==> src/rtl/port_grant_ctrl_pkg.sv <==
// Shared types and constants for the port grant controller.
// Port indices are also used by the external fixed-priority selector.
package port_grant_ctrl_pkg;

  localparam int PORTS_DEF = 4;

  localparam int PORT_LOCAL  = 0;
  localparam int PORT_ATCLKW = 1;
  localparam int PORT_CLKW   = 2;
  localparam int PORT_BRIDGE = 3;

  typedef enum logic [1:0] {
    ST_IDLE      = 2'd0,
    ST_SETUP     = 2'd1,
    ST_CONNECTED = 2'd2,
    ST_TEARDOWN  = 2'd3
  } state_e;

  // Width of a counter that must hold 0..n-1, never zero bits.
  function automatic int cnt_width(input int n);
    if (n > 1) return $clog2(n);
    return 1;
  endfunction

endpackage

==> src/rtl/port_grant_ctrl_onehot.sv <==
// One-hot / all-zero classifier for a selector vector.
// A vector is one-hot when it is nonzero and has no second set bit.
module onehot_chk #(
  parameter int W = 4
) (
  input  logic [W-1:0] vec_i,
  output logic         is_onehot_o,
  output logic         is_zero_o
);

  logic [W-1:0] low_clr;

  assign low_clr     = vec_i & (vec_i - W'(1));
  assign is_zero_o   = ~|vec_i;
  assign is_onehot_o = ~is_zero_o & ~|low_clr;

endmodule

==> src/rtl/port_grant_ctrl.sv <==
// Circuit grant FSM for one output link (IDLE/SETUP/CONNECTED/TEARDOWN).
// Optional forced release after TIMEOUT_CYCLES: define PORT_GRANT_TIMEOUT_EN.
module port_grant_ctrl
  import port_grant_ctrl_pkg::*;
#(
  parameter int PORTS          = PORTS_DEF,
  parameter int TIMEOUT_CYCLES = 64
) (
  input  logic             clk_i,
  input  logic             rst_n_i,
  input  logic [PORTS-1:0] req_i,
  output logic [PORTS-1:0] req_o,
  input  logic [PORTS-1:0] sel_i,
  input  logic             out_ready_i,
  input  logic [PORTS-1:0] release_i,
  output logic [PORTS-1:0] grant_o,
  output logic [PORTS-1:0] ack_o,
  output logic             busy_o,
  output logic             err_o,
  output logic             timeout_o
);

  state_e           state_q, state_d;
  logic [PORTS-1:0] grant_q, grant_d;
  logic             err_q, err_d;
  logic             to_q, to_d;

  logic sel_onehot;
  logic sel_zero;
  logic sel_multi;
  logic rel_hit;
  logic req_hit;

  onehot_chk #(
    .W(PORTS)
  ) u_onehot_chk (
    .vec_i      (sel_i),
    .is_onehot_o(sel_onehot),
    .is_zero_o  (sel_zero)
  );

  assign sel_multi = ~sel_onehot & ~sel_zero;
  assign rel_hit   = |(release_i & grant_q);
  assign req_hit   = |(req_i & grant_q);

`ifdef PORT_GRANT_TIMEOUT_EN
  localparam int CW = cnt_width(TIMEOUT_CYCLES);
  localparam logic [CW-1:0] CNT_LAST = CW'(TIMEOUT_CYCLES - 1);

  logic [CW-1:0] cnt_q, cnt_d;
`else
  logic to_cfg_unused;
  assign to_cfg_unused = (TIMEOUT_CYCLES != 0);
`endif

  // Next-state, grant and pulse decode
  always_comb begin
    state_d = state_q;
    grant_d = grant_q;
    err_d   = 1'b0;
    to_d    = 1'b0;
`ifdef PORT_GRANT_TIMEOUT_EN
    cnt_d   = cnt_q;
`endif
    unique case (state_q)
      ST_IDLE: begin
        grant_d = '0;
        if (sel_multi) begin
          err_d = 1'b1;
        end else if (out_ready_i && sel_onehot) begin
          grant_d = sel_i;
          state_d = ST_SETUP;
        end
      end
      ST_SETUP: begin
        state_d = ST_CONNECTED;
`ifdef PORT_GRANT_TIMEOUT_EN
        cnt_d   = '0;
`endif
      end
      ST_CONNECTED: begin
        if (rel_hit || !req_hit) begin
          state_d = ST_TEARDOWN;
`ifdef PORT_GRANT_TIMEOUT_EN
        end else if (cnt_q == CNT_LAST) begin
          state_d = ST_TEARDOWN;
          to_d    = 1'b1;
        end else begin
          cnt_d   = cnt_q + CW'(1);
`endif
        end
      end
      ST_TEARDOWN: begin
        grant_d = '0;
        state_d = ST_IDLE;
      end
      default: begin
        grant_d = '0;
        state_d = ST_IDLE;
      end
    endcase
  end

  // State, grant and pulse registers
  always_ff @(posedge clk_i or negedge rst_n_i) begin
    if (!rst_n_i) begin
      state_q <= ST_IDLE;
      grant_q <= '0;
      err_q   <= 1'b0;
      to_q    <= 1'b0;
`ifdef PORT_GRANT_TIMEOUT_EN
      cnt_q   <= '0;
`endif
    end else begin
      state_q <= state_d;
      grant_q <= grant_d;
      err_q   <= err_d;
      to_q    <= to_d;
`ifdef PORT_GRANT_TIMEOUT_EN
      cnt_q   <= cnt_d;
`endif
    end
  end

  assign req_o     = (state_q == ST_IDLE) ? req_i : '0;
  assign grant_o   = (state_q == ST_SETUP || state_q == ST_CONNECTED)
                     ? grant_q : '0;
  assign ack_o     = (state_q == ST_SETUP) ? grant_q : '0;
  assign busy_o    = (state_q != ST_IDLE);
  assign err_o     = err_q;
  assign timeout_o = to_q;

endmodule

==> config.mk <==
export PLATFORM = sky130hd
export DESIGN_NAME = port_grant_ctrl
export DESIGN_NICKNAME = d
export VERILOG_FILES = /design/src/rtl/port_grant_ctrl_pkg.sv /design/src/rtl/port_grant_ctrl_onehot.sv /design/src/rtl/port_grant_ctrl.sv
export SDC_FILE = /design/constraint.sdc
export NUM_CORES = 1
export LEC_CHECK = 0
export ABC_AREA = 1
export BUFFER_PORTS_ARGS = -buffer_cell sky130_fd_sc_hd__buf_4
export CORE_AREA = 2 2 39 41
export CTS_CLUSTER_SIZE = 40
export DETAILED_ROUTE_END_ITERATION = 8
export DIE_AREA = 0 0 41 43
export PLACE_DENSITY = 0.74
export SYNTH_ARGS = -nofsm -noshare
export SYNTH_HDL_FRONTEND = slang
export SYNTH_SLANG_ARGS = --single-unit
==> constraint.sdc <==
create_clock -name clk_i -period 1.4 [get_ports clk_i]
set_input_delay 0.07 -clock clk_i [delete_from_list [all_inputs] [get_ports clk_i]]
set_output_delay 0.07 -clock clk_i [all_outputs]
set_load 0.05 [all_outputs]
* Word-level counts from Yosys, hierarchy flattened *
Cells that the tools add are included.

cells by class
  add/sub/neg operators = 1
  eq/ne operators = 6
  muxes and demuxes = 12
  bitwise operators = 6
  reduce and logical (&&, ||, !) cells = 13

operator list
  cell                                                                   count
  4-bit 2-to-1 mux                                                       5
  4-bit OR reduction                                                     4
  4-bit bitwise AND                                                      3
  2-bit one-hot mux with 4 select lines                                  1
  4-bit one-hot mux with 2 select lines                                  1
  2-bit 2-to-1 mux                                                       3
  2-bit != test, second input constant                                   3
  2-bit equality test, second input constant                             2
  2-bit nonzero test                                                     2
  4-bit by 1-bit subtractor with 4-bit output, second input constant     1
  3-bit AND reduction                                                    1
  1-bit bitwise AND                                                      2
  2-bit by 1-bit equality test with 1-bit output, second input constant  1
  1-bit logical NOT                                                      2
  2-bit logical NOT                                                      1
  1-bit logical OR                                                       2
  1-bit 2-to-1 mux                                                       2
  1-bit logical AND                                                      1
  1-bit NOT                                                              1

storage, ports and cells
  register bits after elaboration = 7
  bits of input ports = 15
  output and inout port bits = 15
  logic and storage cells = 41

* Longest topological paths before layout *
Gate-level depths: netlist (run 1).

  word-level depth = 9
  gate-level depth with buffers = 8
  mapped depth without buffers = 8

* By module *
A second synthesis (run 1) with hierarchy kept.

unflattened totals
  cells, all modules = 88
  area, all modules = 558.0 um^2

by module, submodules not included
  module           times used  cells an instance  area an instance (um^2)  sequential area each (um^2)
  port_grant_ctrl  1           77                 511.7                    175.2
  onehot_chk       1           11                 46.3                     0.0

* Worst setup path before layout (run 1) *
No wires, ideal clock.

  path type = register to register
  start = reg state_q[0]
  end = reg err_q (netlist: err_o)
  library setup time = 139 ps
  arrival time = 1127 ps
  data required time = 1261 ps
  path slack = 134 ps
  cell stages (with the launch flop) = 5
  buffers on the path = 0
  period minus slack after synthesis = 1266 ps
  cell sequence = dfrtp_1 -> inv_1 -> ha_1 -> inv_1 -> nor2_1

between the ends
  cells in the longest elaborated chain, start to end = 2

ends and longest elaborated chain
  item                      line                    source
  start: declaration        port_grant_ctrl.sv:23   state_e state_q, state_d;
  start signal: assignment  port_grant_ctrl.sv:115  state_q <= state_d;
  2-bit logical NOT         port_grant_ctrl.sv:65   unique case (state_q)
  1-bit 2-to-1 mux          port_grant_ctrl.sv:65
  via err_d                 port_grant_ctrl.sv:25   logic err_q, err_d;
  end signal: assignment    port_grant_ctrl.sv:117  err_q <= err_d;
  end: declaration          port_grant_ctrl.sv:25

The timed path passes the listed nets, and every way through them passes these cells.
A chain may end at the register's enable or synchronous reset.

* Worst setup path after layout (run 1) *
  start = reg state_q[0]
  end = out ack_o[1]

between the ends
  cells in the longest elaborated chain, start to end = 2

ends and longest elaborated chain
  item                                            line                    source
  2-bit by 1-bit equality test with 1-bit output  port_grant_ctrl.sv:128  assign ack_o = (state_q == ST_SETUP) ? grant_q : '0;
  4-bit 2-to-1 mux                                port_grant_ctrl.sv:128
  end: declaration                                port_grant_ctrl.sv:17   output logic [PORTS-1:0] ack_o,

No other way between the ends.

==> results of run 1 <==
## stage by stage
step	power (uW)	cells	setup TNS (ns)
after floorplan	1160	83	0
after global placement	1450	126	0
after detailed placement	1470	126	-0.00855
after CTS	1790	133	0
after global routing	1930	133	0
final	1790	133	0
## logic make-up after synthesis
kind of cell             after synthesis  share of synthesized area
flip-flops                             7                      0.324
other                                  1                    0.00694
AO/OA/AOI/OAI                          4                     0.0370
adder cells (fa/ha/maj)                5                      0.116
AND/OR/NAND/NOR                       50                      0.398
buffers and inverters                 16                      0.118
## layout make-up
cell class                      count  area, um2
Clock buffer                        4       26.3
Multi-Input combinational cell     60        317
Inverter                           15       56.3
Sequential cell                     7        175
Tap cell                           16       20.0
Timing Repair Buffer               31        250
Fill cell                         143        539
## placed cells by master (no fill, tap or decap), drive strengths merged
cell          n
nand2        39
or2           1
o21ai         4
nand3         4
nand4         1
clkbuf        4
inv          15
buf          30
conb          1
ha            5
nor2          5
dfrtp         7
dlygate4sd3   1
## tightest hold or removal path: stages
cell and delay (ns):
buf_4 0.12, nand2_1 0.05, o21ai_0 0.07
## state kept, by name, summed over array words and instances (netlist names)
name,count
state_q,2
grant_q,4
err_o,1
## repair_timing
item,in CTS,in global routing
setup buffers,2,0
pin swaps,0,1
endpoints found under the hold margin,7,0
gates resized for setup,5,5
hold buffers,1,0
endpoints found under the setup margin,11,9
## power groups by stage
| stage | Sequential (uW) | Clock (uW) | Combinational [uW] |
|---|---|---|---|
| floorplan | 384 | 0 | 779 |
| global placement | 353 | 0 | 1100 |
| detailed placement | 357 | 0 | 1120 |
| CTS | 334 | 188 | 1270 |
| global route | 349 | 198 | 1390 |
| finish | 340 | 182 | 1260 |
## synth_stat cells
master   number  share of area
nand2_1      36           0.25
nor2_2        2          0.023
buf_4         1          0.014
dfrtp_1       7           0.32
conb_1        1         0.0069
nand3_2       1          0.019
nor2_1        3          0.021
o21ai_0       4          0.037
or2_2         1          0.012
nand4_1       1          0.012
ha_1          5           0.12
nand2_2       3          0.035
nand3_1       3          0.028
inv_1        15           0.10
## worst paths after layout
check	endpoint	slack, ns
worst max-delay path	ack_o[1]	0.08
worst min-delay path	grant_q[2]$_DFFE_PN0P_	0.11
worst max register to register	grant_q[0]$_DFFE_PN0P_	0.11
worst min register to register	grant_q[1]$_DFFE_PN0P_	0.57
max in group asynchronous	grant_q[0]$_DFFE_PN0P_	1.08
min in group asynchronous	grant_q[1]$_DFFE_PN0P_	0.20
## metal layers
layer  routed length (um)  global-route usage
met5                    0                   0
met4                   14               0.100
met3                   95              0.0471
met2                  675               0.300
met1                  449               0.167
==> results by group, run 1 <==
Critical path
  – Crit path DAT: 1.25 ns
  – Worst setup SP type: flip-flop
  – CP peak stage delay: 0.38 ns
  – Top delay family on crit path: flip-flops
  – Crit-path slowest cell: dfrtp_1
  – Worst Setup End Kind: output port
  – Critical Path RT: 1.33 ns
  – Worst reg2reg startpoint: state_q[0]$_DFFE_PN0P_
  – Crit path max fanout: 4
  – Crit. Startpoint: state_q[0]$_DFFE_PN0P_
  – Worst path cell trace: buf_4 > ha_2 > nand2_1 > inv_1 > buf_4
  – Most used cell, CP: buf_4
  – Worst reg2reg path depth: 5
  – WS Path Type: flip-flop to output port
  – CP Depth: 5
  – Crit path buffers/inverters: 3

Route
  – 1st-pass router iterations: 3
  – Routed via count: around 600
  – Routed wire per std cell: around 9.3 um
  – Vias per cell: between 4 and 5
  – Final wirelength: around 1200 um
  – # DRC: 0
  – DR iter-0 viols: 1
  – ANT nets after route: 0

Pwr
  – Comb pwr share: 0.708
  – Switching power of the nets: around 930 uW
  – Clock power share: 0.102
  – Switch share: 0.520
  – Pwr Density: between 2000 and 2500 nW/um2
  – Flop pwr share: 0.190
  – Pint: roughly 860 uW
  – Worst vdd ir: around 1.2 mV
  – Leak Pwr: 0.000527 uW

Global route
  – Vias in the first global route: 560
  – First-pass GRT wire length: ~2000 um
  – Total track usage: 0.173
  – Initial antenna violation count: 0
  – Overflow after GRT: 0
  – Pin count of the biggest net entering global routing: 8

Synth
  – Netlist cell types: 14
  – Syn Nets: between 100 and 150
  – Synthesized area per cell: between 6 and 7 um2
  – Warnings from Yosys: 0
  – Mapped Area: 541 um2
  – Seq/Total Area, Yosys: 0.324
  – Gate Count Post-Synth: slightly above 80
  – Yosys reg bits: 7

Place
  – DP Area: around 760 um2
  – Routability cong.: around 0.79
  – Dpl ws: -0.00855 ns
  – Count of input and output buffers: 28
  – Detailed placement HPWL: between 1000 and 1500 um

Floorplanning
  – Die area: 1760 um2
  – Cell row count: 14
  – DIE HEIGHT: 43 um
  – Initial core utilization: 0.391
  – Die Wd: between 40 and 50 um
  – Core area: ~1400 um2
  – IO Pins: 30

Timing
  – Final worst slack: roughly 0.085 ns
  – Final Skew: approximately 0.0015 ns
  – RSZ-0062 raised after global routing: no
  – Top achievable clock speed: 760 MHz
  – Setup violators final: 0
  – Tmin final: 1.32 ns
  – Final Max Tran Viols: 0
  – WHS: between 0.1 and 0.15 ns
  – Hold Fails Final Rpt: 0
  – Final Cycle Share: 0.940

Final layout
  – Finished Cell Area: between 800 and 900 um2
  – Layout cells sized above 1: 0.393
  – Nets@finish: around 140
  – Antenna Cells: 0
  – Post-Route Utilization: 0.610
  – Synthesis-to-finish area growth: 56.3%

Clocking
  – CTS max path bufs: 2
  – CTS tree: yes
  – Clk_lat worst skew: 0.25 ns
  – Inserted Clock Buffers: 3
  – Clk root buf: clkbuf_4
  – H-tree levels: 1
  – Clk slew on worst S/H paths: approximately 0.05 ns
  – Clk sinks: 7

Flow run
  – Total of max-cap violations: 0

Run status
  – Status: complete, no violations

Min path
  – Worst Hold Launch: sel_i[2]
  – Hold crit path type: primary input to flip-flop
  – Worst hold stages: 3
(Power assumes the default switching activity.)
==> inputs of run 2 (changes only) <==
--- a/config.mk
+++ b/config.mk
@@ -7,11 +7,13 @@
 export LEC_CHECK = 0
 export ABC_AREA = 1
 export BUFFER_PORTS_ARGS = -buffer_cell sky130_fd_sc_hd__buf_4
-export CORE_AREA = 2 2 39 41
+export CELL_PAD_IN_SITES_DETAIL_PLACEMENT = 0
+export CELL_PAD_IN_SITES_GLOBAL_PLACEMENT = 1
+export CORE_MARGIN = 1.5
+export CORE_UTILIZATION = 27
 export CTS_CLUSTER_SIZE = 40
 export DETAILED_ROUTE_END_ITERATION = 8
-export DIE_AREA = 0 0 41 43
-export PLACE_DENSITY = 0.74
+export PLACE_DENSITY_LB_ADDON = 0.1
 export SYNTH_ARGS = -nofsm -noshare
 export SYNTH_HDL_FRONTEND = slang
 export SYNTH_SLANG_ARGS = --single-unit
==> run 2 against run 1 <==
Against the previous run:
- clock skew is 0.00065 ns lower
- worst setup slack worse by 0.022 ns
- combinational power hardly changed
- sequential power is 1% higher
- clock power hardly changed
- die area is 29% higher
- power is 1.1% higher
- largest cell class unchanged
==> results by group, run 2 (synthesis results as in run 1) <==
Global route
  – Total track usage: 0.113 (-0.0595)
  – First-pass GRT wire length: 1750 um (-13%)
  – Vias in the first global route: 444 (-21%)
  – Pin count of the biggest net entering global routing: 8 (unchanged)
  – Overflow after GRT: 0 (unchanged)
  – Initial antenna violation count: 0 (unchanged)

Route
  – Vias per cell: 4.06 (-9.6%)
  – ANT nets after route: 0 (unchanged)
  – Routed wire per std cell: 8.87 um (-4.6%)
  – Routed via count: 585 (-2.2%)
  – DR iter-0 viols: 4 (+3)
  – Highest routed layer: met3
  – 1st-pass router iterations: 4 (+1)
  – Met2 wire len: 662 um (-1.9%)
  – # DRC: 0 (unchanged)
  – WL met3: 84 um (-12%)
  – Final wirelength: 1280 um (+3.3%)
  – Met1 Wirelength: 530 um (+18%)

Place
  – Detailed placement HPWL: 1130 um (+5.2%)
  – Count of input and output buffers: 28 (unchanged)
  – Routability cong.: 0.718 (-9.1%)

Critical path
  – WS Path Type: flip-flop to output port
  – Worst setup SP type: flip-flop
  – Worst Setup End Kind: output port
  – Crit path max fanout: 6 (+2)
  – Critical Path RT: 1.33 ns (about the same)
  – Crit path DAT: 1.27 ns (+0.02 ns)
  – FF-to-FF setup slack: 0.17 ns (+0.06 ns)

Final layout
  – Register name with the most flops: grant_q
  – Layout cells sized above 1: 0.393 (unchanged)
  – Antenna Cells: 0 (unchanged)
  – Most frequent cells in the layout: 36 x nand2_1, 26 x buf_4, 12 x inv_1
  – Commonest non-fill, non-tap cell in the layout: nand2_1
  – Nets@finish: 138 (unchanged)
  – Register Area: 175 um2 (unchanged)
  – Multi-input gate area in the final layout: 319 um2 (+0.79%)
  – Synthesis-to-finish area growth: 59.3%
  – Fillers: 213 (+49%)
  – Largest register FFs: 4 (unchanged)

Timing
  – WHS: 0.110 ns (+0.00427 ns)
  – Tmin final: 1.34 ns (+0.0225 ns)
  – Final Cycle Share: 0.956 (+0.0161)
  – Final Skew: 0.000886 ns (-0.000648 ns)
  – Setup violators final: 0 (unchanged)
  – Top achievable clock speed: 747 MHz (-1.7%)
  – RSZ-0062 raised after global routing: yes
  – Hold Fails Final Rpt: 0 (unchanged)
  – Final Max Tran Viols: 0 (unchanged)

Pwr
  – Worst vdd ir: 0.985 mV (-15%)
  – Power, Total: 1800 uW (+1.1%)
  – Pwr Density: 2100 nW/um2 (-0.82%)
  – Leak Pwr: 0.000530 uW (+0.48%)

Clocking
  – Clk_lat worst skew: 0.24 ns (about the same)
  – Inserted Clock Buffers: 3 (unchanged)
  – Clk sinks: 7 (unchanged)
  – CTS max path bufs: 2 (unchanged)
  – H-tree levels: 1 (unchanged)
  – CTS tree: yes
  – Setup bufs post-CTS: 0 (-2)
  – Clk slew on worst S/H paths: 0.05 ns (about the same)
  – Clk root buf: clkbuf_4

Run status
  – Status: complete, no violations

Min path
  – Hold crit path type: primary input to flip-flop

Floorplanning
  – Initial core utilization: 0.281 (-0.109)
  – DIE HEIGHT: 47.7 um (+11%)
  – Cell row count: 16 (+2)
  – IO Pins: 30 (unchanged)
  – Die area: 2280 um2 (+29%)
  – Core area: 1920 um2 (+39%)
  – Die Wd: 47.7 um (+16%)

Flow run
  – Total of max-cap violations: 0 (unchanged)
-- run 2: cell counts in the layout (fill, tap and decap cells not counted) --
Identical to the previous run, type by type.
-- run 2: where the power goes --
part / internal, uW / total [uW] / switching, uW
combinational: 473 / 1280 / 809
sequential: 283 / 344 / 60.7
clock: 109 / 179 / 70.6
total: 865 / 1800 / 940
-- run 2: per-layer routing --
layer / global-route usage / vias up
li1: - / 313
met1: 0.129 / 255
met2: 0.195 / 17
met3: 0.0226 / 0
met4: 0.0649 / 0
met5: 0 / -
-- run 2: through the flow --
stage	setup TNS, ns	setup WS (ns)	instance area, um2	cells	utilization
3_3_place_gp	0	0.121	792	139	0.412
5_1_grt	-0.0261	-0.0124	861	144	0.448
4_1_cts	0	0.00796	841	144	0.438
6_report	0	0.0621	861	144	0.448
3_5_place_dp	0	0.0527	792	139	0.412
2_1_floorplan	0	0.134	541	83	-
-- run 2: what timing repair did --
item / CTS / global route
endpoints found under the hold margin: 7 / 0
pin swaps: 0 / 1
resized for setup: 1 / 9
setup endpoints to repair: 8 / 11
hold buffers: 1 / 0
-- run 2: worst paths after layout --
path	from	endpoint	cells after the start
worst max-delay path	state_q[0]$_DFFE_PN0P_	grant_o[2]	5
worst max register to register	state_q[1]$_DFFE_PN0P_	state_q[0]$_DFFE_PN0P_	5
worst min register to register	grant_q[1]$_DFFE_PN0P_	grant_q[1]$_DFFE_PN0P_	2
max in group asynchronous	rst_n_i	grant_q[2]$_DFFE_PN0P_	2
min in group asynchronous	rst_n_i	err_o$_DFF_PN0_	2
worst min-delay path	sel_i[2]	grant_q[2]$_DFFE_PN0P_	3
-- run 2: area by class of cell --
type                            instances  area share
Multi-Input combinational cell         60       0.371
Timing Repair Buffer                   31       0.291
Sequential cell                         7       0.203
Inverter                               15      0.0654
Tap cell                               27      0.0392
Clock buffer                            4      0.0305
-- run 2: worst max-delay path, cell delays in order, from the launching register on --
cell and delay [ns]:
dfrtp_1 0.36, inv_2 0.07, ha_4 0.29, nand2_1 0.08, inv_1 0.07, buf_6 0.15
==> inputs of run 3 (changes only) <==
--- a/config.mk
+++ b/config.mk
@@ -10,7 +10,7 @@
 export CELL_PAD_IN_SITES_DETAIL_PLACEMENT = 0
 export CELL_PAD_IN_SITES_GLOBAL_PLACEMENT = 1
 export CORE_MARGIN = 1.5
-export CORE_UTILIZATION = 27
+export CORE_UTILIZATION = 25
 export CTS_CLUSTER_SIZE = 40
 export DETAILED_ROUTE_END_ITERATION = 8
 export PLACE_DENSITY_LB_ADDON = 0.1
==> constraint.sdc (replaced) <==
create_clock -name clk_i -period 1.2 [get_ports clk_i]
set_input_delay 0.06 -clock clk_i [delete_from_list [all_inputs] [get_ports clk_i]]
set_output_delay 0.06 -clock clk_i [all_outputs]
set_load 0.05 [all_outputs]
==> run 3 against run 2 <==
Against the previous run:
- the run now ends with negative setup slack left
- worst hold slack lost 0.015 ns
- global-route usage is 0.98 points higher
- clock skew increased by 0.0081 ns
- non-clock buffer count rose by 5
- first-iteration DRC count fell by 25%
- critical path depth did not move
- wire length rose by 14%
- worst setup slack lost 0.21 ns
- combinational power up 54%
- final area rose by 21%
- critical endpoint is now grant_o[1]
- highest routed layer is now met4
==> results by group, run 3 (synthesis results as in run 1) <==
Run status
  – Status: finished, violations left
  – Failing checks: negative setup slack

Final layout
  – Post-route insts no fill: 149 (+3.5%)
  – Nets@finish: 143 (+3.6%)
  – Antenna Cells: 0 (unchanged)
  – Most frequent cells in the layout: 26 x nand2_1, 20 x buf_4, 13 x nand2_2
  – Post-Route Utilization: 0.519 (+0.0715)
  – Register name with the most flops: grant_q
  – Layout cells sized above 1: 0.607 (+0.213)
  – Commonest non-fill, non-tap cell in the layout: nand2_1
  – Synthesis-to-finish area growth: 92.4%
  – Largest register FFs: 4 (unchanged)

Clocking
  – Clk_lat worst skew: 0.25 ns (about the same)
  – Clk root buf: clkbuf_4
  – Clk slew on worst S/H paths: 0.06 ns (about the same)
  – CTS max path bufs: 2 (unchanged)
  – H-tree levels: 1 (unchanged)
  – CTS tree: yes
  – Clk sinks: 7 (unchanged)
  – Inserted Clock Buffers: 3 (unchanged)

Critical path
  – Worst Setup End Kind: output port
  – Crit path max fanout: 6 (unchanged)
  – Worst path cell trace: inv_2 > ha_4 > nand2_2 > clkinvlp_4 > buf_6
  – CP peak stage delay: 0.38 ns (+0.02 ns)
  – Crit path DAT: 1.29 ns (+0.02 ns)
  – Worst setup SP type: flip-flop
  – Crit-path slowest cell: dfrtp_1
  – WS Path Type: flip-flop to output port
  – Critical Path RT: 1.14 ns (-0.19 ns)

Route
  – # DRC: 0 (unchanged)
  – 1st-pass router iterations: 4 (unchanged)
  – ANT nets after route: 0 (unchanged)
  – Vias per cell: 4.13 (+1.6%)
  – Final wirelength: 1460 um (+14%)
  – Routed via count: 615 (+5.1%)
  – DR iter-0 viols: 3 (-1)
  – Routed wire per std cell: 9.77 um (+10%)

Global route
  – Overflow after GRT: 0 (unchanged)
  – Initial antenna violation count: 0 (unchanged)
  – Vias in the first global route: 561 (+26%)
  – Pin count of the biggest net entering global routing: 8 (unchanged)
  – First-pass GRT wire length: 2340 um (+34%)
  – Total track usage: 0.123 (+0.00976)

Floorplanning
  – Die area: 2450 um2 (+7.5%)
  – Die Wd: 49.5 um (+3.7%)
  – Core area: 2000 um2 (+4.2%)
  – DIE HEIGHT: 49.5 um (+3.7%)
  – IO Pins: 30 (unchanged)
  – Initial core utilization: 0.270 (-0.0113)
  – Cell row count: 16 (unchanged)

Pwr
  – Leak Pwr: 0.000533 uW (+0.57%)
  – Worst vdd ir: 1.46 mV (+48%)
  – Power, Total: 2600 uW (+44%)
  – Pwr Density: 2500 nW/um2 (+19%)

Timing
  – Tmin final: 1.35 ns
  – Hold Fails Final Rpt: 0 (unchanged)
  – Setup violators final: 19 (+19)
  – RSZ-0062 raised after global routing: yes
  – Final Cycle Share: 1.12
  – Final Max Tran Viols: 0 (unchanged)
  – Top achievable clock speed: ~740 MHz
  – WHS: 0.0950 ns (-0.0147 ns)
  – Final Skew: 0.00903 ns (+0.00815 ns)
  – Final worst slack: -0.149 ns (-0.211 ns)
  – Sum Neg Setup Slack: -1.66 ns (-1.66 ns)

Place
  – Count of input and output buffers: 28 (unchanged)
  – Routability cong.: 0.687 (-4.3%)
  – # placed instances: 141 (+1.4%)
  – Detailed placement HPWL: 1140 um (+1.2%)

Flow run
  – Total of max-cap violations: 0 (unchanged)

Min path
  – Hold crit path type: primary input to flip-flop
## run 3: cell types whose count changed in the layout (fill, tap and decap cells not counted), moves of 4 or more
cell and delta:
clkinvlp_4 +5, inv_2 +4, inv_1 -9, nand2_1 -10, buf_8 +5, nand2_2 +10
buf_6 +6, buf_4 -6
## run 3: worst paths after layout
kind / cells past startpoint / start / to / slack, ns
worst max-delay path: 5 / state_q[0]$_DFFE_PN0P_ / grant_o[1] / -0.15
worst min-delay path: 3 / sel_i[3] / grant_q[3]$_DFFE_PN0P_ / 0.1
worst max register to register: 7 / state_q[0]$_DFFE_PN0P_ / state_q[0]$_DFFE_PN0P_ / -0.11
worst min register to register: 2 / grant_q[3]$_DFFE_PN0P_ / grant_q[3]$_DFFE_PN0P_ / 0.62
max in group asynchronous: 2 / rst_n_i / grant_q[2]$_DFFE_PN0P_ / 0.91
min in group asynchronous: 2 / rst_n_i / grant_q[3]$_DFFE_PN0P_ / 0.15
## run 3: routing by layer
layer	global-route usage	vias to the layer above	wire length (um)	part of all wire
met1	0.156	271	627	0.43
met2	0.209	18	747	0.51
met3	0.0212	2	73	0.050
li1	-	324	-	-
met4	0.0417	0	8	0.0055
met5	0	-	0	0
## run 3: area by class of cell
cell class	instances	area, um2
fill	224	962
multi-input combinational	60	382
timing repair buffer	36	348
sequential	7	175
inverter	15	75.1
tap	27	33.8
clock buffer	4	26.3
## run 3: timing repair
action	CTS	global route
setup buffers	1	2
gates resized for setup	28	18
pin swaps	8	7
hold buffers	1	0
endpoints found under the setup margin	19	19
endpoints found under the hold margin	7	0
## run 3: critical path, delay by kind of cell (launching register included)
kind | cells | cell delay [ns]
and+or+nand+nor | 1 | 0.10
adders and majority gates | 1 | 0.23
buffers and inverters | 3 | 0.32
DFF | 1 | 0.38
## run 3: where the power goes
part	internal [uW]	total (uW)	switching [uW]
Sequential	330	413	82.5
Clock	127	216	88.6
Combinational	832	1970	1140
Total	1290	2600	1310
## run 3: stage by stage
step	instance area, um2	worst slack [ns]
after floorplan	562	-0.0376
after global placement	828	-0.0702
after detailed placement	828	-0.111
after CTS	976	-0.150
after global routing	1040	-0.195
final	1040	-0.149
